==> config.mk <==
export PLATFORM = sky130hd
export DESIGN_NAME = mem_loader
export DESIGN_NICKNAME = d
export VERILOG_FILES = /design/src/rtl/mem_loader.sv
export SDC_FILE = /design/constraint.sdc
export NUM_CORES = 1
export LEC_CHECK = 0
export CORE_UTILIZATION = 50
export CTS_CLUSTER_DIAMETER = 80
export DETAILED_ROUTE_END_ITERATION = 6
export GPL_ROUTABILITY_DRIVEN = 0
export HOLD_SLACK_MARGIN = 0.12
export PLACE_DENSITY = 0.85
export SLEW_MARGIN = 20
export SYNTH_ARGS = -nofsm -noshare
export SYNTH_HDL_FRONTEND = slang
export SYNTH_SLANG_ARGS = --single-unit
export TNS_END_PERCENT = 10
==> constraint.sdc <==
create_clock -name clk -period 4.3 [get_ports clk]
set_clock_uncertainty 0.2 [all_clocks]
set_input_delay 0.86 -clock clk [delete_from_list [all_inputs] [get_ports clk]]
set_output_delay 0.86 -clock clk [all_outputs]
set_load 0.05 [all_outputs]
==> src/rtl/mem_loader.sv <==
// mem_loader: loads a stream of 32-bit little-endian words into memory.
// The first byte accepted after start is the word count N; each
// following group of four bytes becomes one word written at
// BASE_ADDR, BASE_ADDR+1, ...  A write above LAST_ADDR is refused,
// flags error and ends the load (8'hFF is LED I/O and never written).
//
// Build option: define MEM_LOADER_VERIFY_EN to read back every word
// in a VERIFY cycle after its write; a mismatch sets error (sticky).
//
// Ports
//   clk            single clock, rising edge
//   reset          synchronous, active-high
//   start          one-cycle pulse, honoured only when idle
//   in_byte/in_valid/in_ready   byte stream (valid/ready handshake)
//   write_address/write_data/write_enable   memory write port
//   read_address/read_data      combinational memory read port
//   busy, done, error, words_written        status
//
// State | meaning
// ------+-----------------------------------------------------------
// IDLE  | waiting for start
// COUNT | accepting the word-count byte
// BYTES | accepting the four bytes of the current word
// WRITE | one-cycle write pulse (or overflow abort)
// VERIFY| read-back compare of the word just written
// DONE  | one-cycle done pulse, then IDLE

module mem_loader #(
    parameter logic [7:0] BASE_ADDR = 8'h00,
    parameter logic [7:0] LAST_ADDR = 8'hFE
) (
    input  logic        clk,
    input  logic        reset,
    input  logic        start,
    input  logic [7:0]  in_byte,
    input  logic        in_valid,
    output logic        in_ready,
    output logic [7:0]  write_address,
    output logic [31:0] write_data,
    output logic        write_enable,
    output logic [7:0]  read_address,
    input  logic [31:0] read_data,
    output logic        busy,
    output logic        done,
    output logic        error,
    output logic [8:0]  words_written
);

    typedef enum logic [2:0] {
        IDLE   = 3'd0,
        COUNT  = 3'd1,
        BYTES  = 3'd2,
        WRITE  = 3'd3,
        VERIFY = 3'd4,
        DONE   = 3'd5
    } state_t;

    state_t      state_q, state_d;
    // One bit wider than the memory address so it can never wrap.
    logic [8:0]  addr_q, addr_d;
    logic [7:0]  remaining_q, remaining_d;
    logic [1:0]  byte_idx_q, byte_idx_d;
    logic [31:0] word_q, word_d;
    logic        error_q, error_d;
    logic [8:0]  words_written_q, words_written_d;

    logic        accepting;
    logic        handshake;
    logic        overflow;

    assign accepting = (state_q == COUNT) || (state_q == BYTES);
    assign handshake = accepting && in_valid;
    assign overflow  = (addr_q > {1'b0, LAST_ADDR});

    always_comb begin
        state_d         = state_q;
        addr_d          = addr_q;
        remaining_d     = remaining_q;
        byte_idx_d      = byte_idx_q;
        word_d          = word_q;
        error_d         = error_q;
        words_written_d = words_written_q;

        case (state_q)
            IDLE: begin
                if (start) begin
                    state_d         = COUNT;
                    error_d         = 1'b0;
                    words_written_d = 9'd0;
                    addr_d          = {1'b0, BASE_ADDR};
                end
            end
            COUNT: begin
                if (handshake) begin
                    remaining_d = in_byte;
                    byte_idx_d  = 2'd0;
                    state_d     = (in_byte == 8'd0) ? DONE : BYTES;
                end
            end
            BYTES: begin
                if (handshake) begin
                    case (byte_idx_q)
                        2'd0:    word_d[7:0]   = in_byte;
                        2'd1:    word_d[15:8]  = in_byte;
                        2'd2:    word_d[23:16] = in_byte;
                        default: word_d[31:24] = in_byte;
                    endcase
                    byte_idx_d = byte_idx_q + 2'd1;
                    if (byte_idx_q == 2'd3) begin
                        state_d = WRITE;
                    end
                end
            end
            WRITE: begin
                if (overflow) begin
                    error_d = 1'b1;
                    state_d = DONE;
                end else begin
                    words_written_d = words_written_q + 9'd1;
                    remaining_d     = remaining_q - 8'd1;
`ifdef MEM_LOADER_VERIFY_EN
                    state_d = VERIFY;
`else
                    // remaining_q still holds the pre-decrement count here.
                    if (remaining_q == 8'd1) begin
                        state_d = DONE;
                    end else begin
                        addr_d     = addr_q + 9'd1;
                        byte_idx_d = 2'd0;
                        state_d    = BYTES;
                    end
`endif
                end
            end
            VERIFY: begin
`ifdef MEM_LOADER_VERIFY_EN
                if (read_data != word_q) begin
                    error_d = 1'b1;
                end
                if (remaining_q == 8'd0) begin
                    state_d = DONE;
                end else begin
                    addr_d     = addr_q + 9'd1;
                    byte_idx_d = 2'd0;
                    state_d    = BYTES;
                end
`else
                state_d = IDLE;
`endif
            end
            DONE: begin
                state_d = IDLE;
            end
            default: begin
                state_d = IDLE;
            end
        endcase
    end

    always_ff @(posedge clk) begin
        if (reset) begin
            state_q         <= IDLE;
            addr_q          <= 9'd0;
            remaining_q     <= 8'd0;
            byte_idx_q      <= 2'd0;
            word_q          <= 32'd0;
            error_q         <= 1'b0;
            words_written_q <= 9'd0;
        end else begin
            state_q         <= state_d;
            addr_q          <= addr_d;
            remaining_q     <= remaining_d;
            byte_idx_q      <= byte_idx_d;
            word_q          <= word_d;
            error_q         <= error_d;
            words_written_q <= words_written_d;
        end
    end

    // Handshake and write strobes are masked by reset so that no byte is
    // taken and no write lands on a cycle where reset is asserted.
    assign in_ready      = accepting && !reset;
    assign write_enable  = (state_q == WRITE) && !overflow && !reset;
    assign write_address = write_enable ? addr_q[7:0] : 8'd0;
    assign write_data    = write_enable ? word_q : 32'd0;

`ifdef MEM_LOADER_VERIFY_EN
    assign read_address = (state_q == VERIFY) ? addr_q[7:0] : 8'd0;
`else
    logic unused_read_data;
    assign unused_read_data = ^read_data;
    assign read_address     = 8'd0;
`endif

    assign busy          = (state_q != IDLE);
    assign done          = (state_q == DONE);
    assign error         = error_q;
    assign words_written = words_written_q;

endmodule
* Word-level counts from Yosys, hierarchy flattened *
Index checks and enable logic that the tools add are counted.

storage, ports and cells
  bits in registers = 64
  output and inout bits = 62
  logic and storage cells = 83

cells by class
  add/subtract/negate cells = 4
  order comparisons = 1
  eq/ne operators = 15
  multiplexer cells = 27
  bitwise operators = 1
  reductions and logical operators = 25

operator list
  cell                                                 count
  2-to-1 mux 9 bit                                     4
  case mux 9 bit (2 select lines)                      2
  2-to-1 mux 32 bit                                    1
  2-to-1 mux 8 bit                                     3
  2-to-1 mux 3 bit                                     7
  AND reduction 3 bit                                  7
  adder 9 x 1 -> 9 bit (second input constant)         2
  case mux 8 bit (2 select lines)                      1
  inequality test 2 bit (second input constant)        6
  case mux 3 bit (4 select lines)                      1
  > comparator 9 x 8 -> 1 bit (second input constant)  1
  == test 8 x 1 -> 1 bit (second input constant)       1
  logical NOT 8 bit                                    1
  2-to-1 mux 2 bit                                     4
  AND reduction 4 bit                                  2
  subtractor 8 x 1 -> 8 bit (second input constant)    1
  == test 3 x 2 -> 1 bit (second input constant)       2
  case mux 2 bit (3 select lines)                      1
  nonzero test 3 bit                                   2
  AND reduction 5 bit                                  1
  == test 2 bit (second input constant)                2
  logical AND 1 bit                                    4
  nonzero test 2 bit                                   2
  == test 3 x 1 -> 1 bit (second input constant)       1
  other kinds (12)                                     14

* Longest topological paths before layout *
Gate-level depths: netlist (run 1).

  depth in word-level cells = 5
  gate-level depth with buffers = 8

* Worst setup path after synthesis (run 1) *
OpenSTA, ideal clock, no wires.

  kind = register -> output
  start point = register addr_q[0]
  end point = output port write_data[22]
  arrival time = 2.318 ns
  path slack = 0.922 ns
  stages on the path, launching flop included = 8
  path buffers = 1
  path through = dfxtp_1 > inv_1 > ha_1 > and4b_4 > a211o_1 > nor2_2 > clkbuf_1 > and2_1

on the way
  word-level cells in the longest chain between the ends = 5

RTL lines
  what                            RTL line  text
  start: declaration              60        logic [8:0] addr_q, addr_d;
  start signal: assignment        171       addr_q <= addr_d;
  > comparator 9 x 8 -> 1 bit     73        assign overflow = (addr_q > {1'b0, LAST_ADDR});
  logical NOT 1 bit               183       assign write_enable = (state_q == WRITE) && !overflow && !reset;
  logical AND 1 bit (2 in a row)  183
  named net write_enable          40        output logic write_enable,
  2-to-1 mux 32 bit               185       assign write_data = write_enable ? word_q : 32'd0;
  end: declaration                39        output logic [31:0] write_data,

The timed path passes the listed nets, and every way through them passes these cells.

* Worst setup path in the final report (run 1) *
  start point = register state_q[0]
  end point = output port write_data[0]

on the way
  word-level cells in the longest chain between the ends = 4

RTL lines
  what                            RTL line  text
  start: declaration              58        state_t state_q, state_d;
  start signal: assignment        170       state_q <= state_d;
  == test 3 x 2 -> 1 bit          183
  logical AND 1 bit (2 in a row)  183
  2-to-1 mux 32 bit               185

No other way between the ends.

==> key figures, run 1 <==
Status
  • Status: finished with violations
  • Violated checks: DRC

Power
  • Lkg Pwr: about 1.6 nW
  • Power per cell area: 270 nW/um2
  • Peak VDD IR: 0.167 mV

Timing
  • Slew Limit Fails: 0
  • RSZ-0062 raised after global routing: false
  • Max Freq: 272 MHz
  • Minimum clock period: ~3700 ps
  • Endpoints failing hold: 0
  • Post-route setup TNS: 0 ps
  • Setup ws final: 620 ps
  • Setup-failing EPs final: 0
  • Period Utilization, post-route: 85.6%
  • Relative slew slack: slightly below 50%
  • Worst-Margin Slew: 776 ps

Clocking
  • CTS resizes: 0
  • H-tree Lvls: 3
  • Post-CTS Setup Inserts: 0
  • CTS Buf Count: 9
  • CTS max path bufs: 2
  • Clk slew on worst S/H paths: 70 ps
  • Clk sinks: 64
  • Worst skew pair latency: 340 ps
  • Hold-fix buffers, CTS: 0
  • Root Buffer: clkbuf_8
  • CTS tree: built

Cells and area
  • P&R area growth vs syn: 35.7%
  • Fin nets: 533
  • Diode count: 0
  • Filler instances: 436
  • Final instance area: 4570 um2
  • Share of cells above drive strength 1: 16.1%

Routing
  • Final ANT Viol Nets: 0
  • DR vias/cell: 5.73
  • Initial DRC Count: between 200 and 300
  • Final wirelength: 8620 um
  • 1st-pass router iterations: 7
  • DR WL/cell: 15.3 um
  • Routed via count: around 3,200
  • Drc violations: 4

Worst setup path
  • Setup crit end kind: primary output
  • CP Data Arrival Time: 2620 ps
  • Crit path from: state_q[0]
  • WP data required: about 3200 ps
  • CP peak stage delay: between 500 and 600 ps
  • Critical Path, Cell by Cell: nand3b_4, a211o_1, nor2_2, buf_4, and2_1, buf_12
  • Reg2Reg Launch Point: state_q[0]
  • Startpoint Class: flop
  • Critical Path Fanout Max: 39
  • Max stage delay cell, worst path: dfxtp_1
  • WS Path Type: reg -> out

Die
  • Die area: 7060 um2
  • Die span in x: 84.0 um
  • I/O pin cnt: 106
  • Floorplan row count: 29
  • Initial core utilization: 52.4%
  • Height of the die: 84.0 um
  • CORE AREA: 6420 um2

Synthesis
  • Yosys warns: 0
  • Cell Area, Synth: 3370 um2
  • Synth top area share: 38.1%
  • Largest family of logic cells by synthesized area: simple AND/OR/NAND/NOR gates
  • Post-Synth Simple-Gate Area: 31.6%
  • Multiplexer area fraction after synthesis: 0.297%
  • Synth unique cells: 55
  • Yosys top cell by area: dfxtp_1
  • XOR/XNOR Fraction of Synth Area: roughly 2.3%
  • Synth Area in Compound Gates: 17.3%
  • Most used DFF post-synth: dfxtp_1
  • Post-Synth Adder-Cell Area: under 10%
  • Sequential share of the synthesized area: 38.1%
  • Post-synth EDFFs: 0
  • Synth async-reset ratio: 0%
  • Synth top area cells: dfxtp_1, a21oi_1, and2_1, nand3_1, nand2_1
  • Post-Syn Area per Cell: 7.88 um2
  • Number of register bits inferred by synthesis: 64
  • Mapped Cells: 427

Global route
  • Overflow after GRT: 0
  • Vias in the first global route: 3,109
  • Initial antenna violation count: 0
  • GRT Resource Usage Total: between 20% and 30%
  • First-pass GRT wire length: 14,400 um
  • Largest net degree at the start of global routing: 40

Placed design
  • DP Worst Slack: between 1000 and 1500 ps
  • Port bufs: 65
  • DP Wirelength: 5930 um
  • Cell Area, Placed: 4400 um2

Min path
  • Worst Hold Class: reg -> reg
  • Min-delay src: word_q[18]

Job
  • Max Cap Violations: 0
-- flip-flops by register name (all words and copies together) (netlist names) --
| signal | count |
|---|---|
| state_q | 3 |
| remaining_q | 8 |
| byte_idx_q | 2 |
| words_written | 9 |
| addr_q | 9 |
| word_q | 32 |
| error | 1 |
-- cells by family (layout without fill, tap and decap cells) --
| family | Yosys count | after routing |
|---|---|---|
| AND/OR/NAND/NOR | 202 | 202 |
| AO/OA/AOI/OAI | 97 | 97 |
| flip-flops | 64 | 64 |
| buffers and inverters | 44 | 95 |
| adder cells (fa/ha/maj) | 9 | 9 |
| XOR/XNOR | 9 | 9 |
| other | 1 | 8 |
| multiplexers | 1 | 1 |
-- metrics by stage --
step	total power, mW	hold slack, ps	instances	util, %
after floorplan	0.754	232	434	-
after global placement	0.784	239	546	68.5
after detailed placement	0.791	243	546	68.5
after CTS	1.23	252	562	71.1
after global routing	1.28	273	562	71.1
final	1.23	252	562	71.1
-- final cells by class --
type / count / area, um2 / area share (%)
clock buffers: 13 / 149 / 3.26
clock inverters: 3 / 17.5 / 0.384
inverters: 9 / 33.8 / 0.740
multi-input cells: 326 / 1880 / 41.2
flip-flops and latches: 64 / 1280 / 28.1
well taps: 77 / 96.3 / 2.11
repair buffers: 70 / 1110 / 24.3
-- final timing paths --
check                   end  slack (ps)  cells after the start
max           write_data[0]         620                      6
min              word_q[18]         250                      2
max reg2reg  remaining_q[0]        1780                      5
min reg2reg      word_q[18]         250                      2
-- synthesized netlist by cell type, drive strengths merged (2+ instances only) --
cell type / number
a211oi: 4
a21o: 2
a21oi: 57
a221oi: 2
and2: 40
and3: 2
and3b: 2
buf: 21
clkbuf: 14
dfxtp: 64
ha: 9
inv: 9
nand2: 59
nand2b: 5
nand3: 47
nor2: 23
nor3: 5
nor4: 3
o21a: 2
o21ai: 18
o22ai: 2
o31ai: 2
or2: 2
or3: 7
xnor2: 7
xor2: 2
-- critical path, delay by kind of cell (launching register included) --
family / cells / cell delay, ps
DFF: 1 / 580
and+or+nand+nor: 3 / 650
AOI/OAI and AO/OA: 1 / 540
buffers and inverters: 2 / 500
-- placed cells by master (no fill, tap or decap), types with 9 or more instances in the layout --
master,n
dfxtp_1,64
nand2_1,59
a21oi_1,56
nand3_1,47
buf_12,42
and2_1,40
clkdlybuf4s50_1,23
nor2_1,17
o21ai_0,16
clkbuf_8,10
inv_1,9
ha_1,9
-- power by group --
part | switching (mW) | internal, mW | total, mW
Clock | 0.226 | 0.224 | 0.450
Sequential | 0.0156 | 0.604 | 0.619
Combinational | 0.109 | 0.0534 | 0.162
Total | 0.350 | 0.881 | 1.23
-- routing by layer --
layer | track usage (%) | routed length [um] | up-vias
met2 | 45.1 | 4470 | 122
li1 | - | - | 1551
met1 | 30.0 | 3520 | 1529
met3 | 4.55 | 437 | 20
met4 | 11.8 | 197 | 0
met5 | 0 | 0 | -
No activity file was read; power rests on OpenSTA's default activity.
==> inputs of run 2 (changes only) <==
CORE_UTILIZATION = 47   (was 50)
PLACE_DENSITY = 0.81   (was 0.85)
clock period = 3.4 ns   (was 4.3 ns; I/O delays follow)
==> run 2 against run 1 <==
Critical path depth is 1 higher. Clock power is 78% higher. The run now ends clean. Final cell count is 3.6% higher. Register-to-register slack worse by 790 ps. Clock-buffer cell count is 4 lower. Via count is 0.43% lower. Sequential cell count stayed put. Sequential power is 26% higher.
==> key figures, run 2 (synthesized netlist as in run 1, its figures left out) <==
Routing
  • Drc violations: 0 (-4)
  • Final ANT Viol Nets: 0 (unchanged)
  • DR WL/cell: 14.5 um (-5.6%)
  • Initial DRC Count: 285 (+12%)
  • 1st-pass router iterations: 5 (-2)
  • DR vias/cell: 5.51 (-3.9%)
  • Final wirelength: 8430 um (-2.2%)
  • Routed via count: 3,208 (-0.43%)

Die
  • CORE AREA: 6870 um2 (+7.0%)
  • Die span in x: 86.6 um (+3.1%)
  • Height of the die: 86.6 um (+3.1%)
  • I/O pin cnt: 106 (unchanged)
  • Die area: 7500 um2 (+6.2%)
  • Initial core utilization: 49.0% (-3.4 points)
  • Floorplan row count: 30 (+3.4%)

Status
  • Status: completed

Cells and area
  • Fin nets: 534 (+0.19%)
  • P&R area growth vs syn: 39.4%
  • Most frequent cells in the layout: dfxtp_1, nand2_1, a21oi_1
  • Commonest non-fill, non-tap cell in the layout: dfxtp_1
  • Most flops, register: word_q
  • Filler instances: 498 (+14%)
  • Finished Core Util: 68.3% (-2.8 points)
  • Diode count: 0 (unchanged)
  • Share of cells above drive strength 1: 16.9% (+0.79 points)
  • Max FFs per register: 32 (unchanged)
  • Final instance area: 4690 um2 (+2.7%)

Worst setup path
  • CP peak stage delay: 450 ps (-130 ps)
  • Critical Path, Cell by Cell: ha_1, and4b_4, a211o_1, nor2_4, buf_12, and2_1, buf_12
  • Startpoint Class: flop
  • Setup crit end kind: primary output
  • Critical Path Fanout Max: 33 (-15%)
  • Reg2Reg Launch Point: addr_q[1]
  • Max stage delay cell, worst path: dfxtp_1
  • CP Data Arrival Time: 2330 ps (-290 ps)
  • Worst Reg2Reg Path Length in Cells: 7 (+2)
  • Reg2reg setup slack: 990 ps (-790 ps)
  • WS Path Type: reg -> out
  • Crit path from: addr_q[1]
  • WP data required: 2520 ps (-720 ps)
  • RR Endpoint: remaining_q[0]
  • Critical Path Most Common Cell: buf_12

Global route
  • First-pass GRT wire length: 13,600 um (-6.0%)
  • Overflow after GRT: 0 (unchanged)
  • GRT Resource Usage Total: 23.3% (-2.3 points)
  • Initial antenna violation count: 0 (unchanged)
  • Largest net degree at the start of global routing: 45 (+13%)
  • Vias in the first global route: 2,887 (-7.1%)

Timing
  • Endpoints failing hold: 0 (unchanged)
  • Max Freq: roughly 310 MHz
  • Worst-Margin Slew: 719 ps (-56.7 ps)
  • RSZ-0062 raised after global routing: false
  • Min Hold Slack: 251 ps (-1.13 ps)
  • Setup-failing EPs final: 0 (unchanged)
  • Period Utilization, post-route: 94.5%
  • Post-route setup TNS: 0 ps (unchanged)
  • Slew Limit Fails: 0 (unchanged)
  • Minimum clock period: 3210 ps
  • Relative slew slack: 52.1% (+3.8 points)

Power
  • Overall power: 1.79 mW (+46%)
  • Peak VDD IR: 0.265 mV (+59%)
  • Power per cell area: 382 nW/um2 (+42%)
  • Lkg Pwr: 1.65 nW (+2.5%)

Min path
  • Worst Hold Class: reg -> reg
  • Min-delay src: word_q[12]
  • Worst hold endpoint: word_q[12]
  • Worst hold path depth: 2 (unchanged)

Placed design
  • DP Wirelength: 5770 um (-2.7%)
  • Cell Area, Placed: 4440 um2 (+1.0%)
  • Port bufs: 65 (unchanged)

Clocking
  • CTS max path bufs: 2 (unchanged)
  • Root Buffer: clkbuf_8
  • Hold-fix buffers, CTS: 0 (unchanged)
  • CTS tree: built
  • H-tree Lvls: 3 (unchanged)
  • Worst skew pair latency: 350 ps (about the same)
  • CTS Buf Count: 9 (unchanged)
  • Clk sinks: 64 (unchanged)
  • Clk slew on worst S/H paths: 80 ps (about the same)

Job
  • Max Cap Violations: 0 (unchanged)
==> run 2: what timing repair did <==
action | CTS | global route
gates resized for setup | 0 | 1
setup endpoints to repair | 0 | 7
buffers inserted | 0 | 0
==> run 2: stage by stage <==
| step | cells | worst slack (ps) |
|---|---|---|
| finish | 582 | 188 |
| global route | 582 | 83.6 |
| CTS | 582 | 78.6 |
| detailed placement | 566 | 346 |
| global placement | 566 | 383 |
| floorplan | 434 | 202 |
==> run 2: power breakdown <==
group / switching, mW / internal [mW]
combinational: 0.137 / 0.0685
clock: 0.316 / 0.488
sequential: 0.0196 / 0.763
total: 0.472 / 1.32
==> run 2: final cells by class <==
cell class	count	area, um2	share of cell area, %
Timing Repair Buffer	71	1130	24.1
Clock inverter	7	119	2.53
Tap cell	96	120	2.56
Clock buffer	9	124	2.64
Inverter	9	33.8	0.720
Sequential cell	64	1280	27.3
Multi-Input combinational cell	326	1880	40.2
==> run 2: worst max-delay path by stage <==
stage	endpoint	slack (ps)
finish	write_data[12]	190
global route	write_data[18]	80
floorplan	write_data[22]	200
detailed placement	write_data[18]	350
global placement	write_data[11]	380
CTS	write_data[18]	80
==> run 2: worst max-delay path, delay by kind of cell (launching register included) <==
kind / cells / cell delay (ps)
simple gates: 3 / 620
flops: 1 / 450
compound gates: 1 / 350
buf+inv: 2 / 350
fa+ha+maj: 1 / 200
==> run 2: per-layer routing <==
metal	part of all wire [%]	vias to the layer above	GRT usage [%]
li1	-	1550	-
met1	42	1530	28.5
met2	50	115	39.4
met3	6.3	13	4.95
met4	1.6	0	10.5
met5	0	-	0
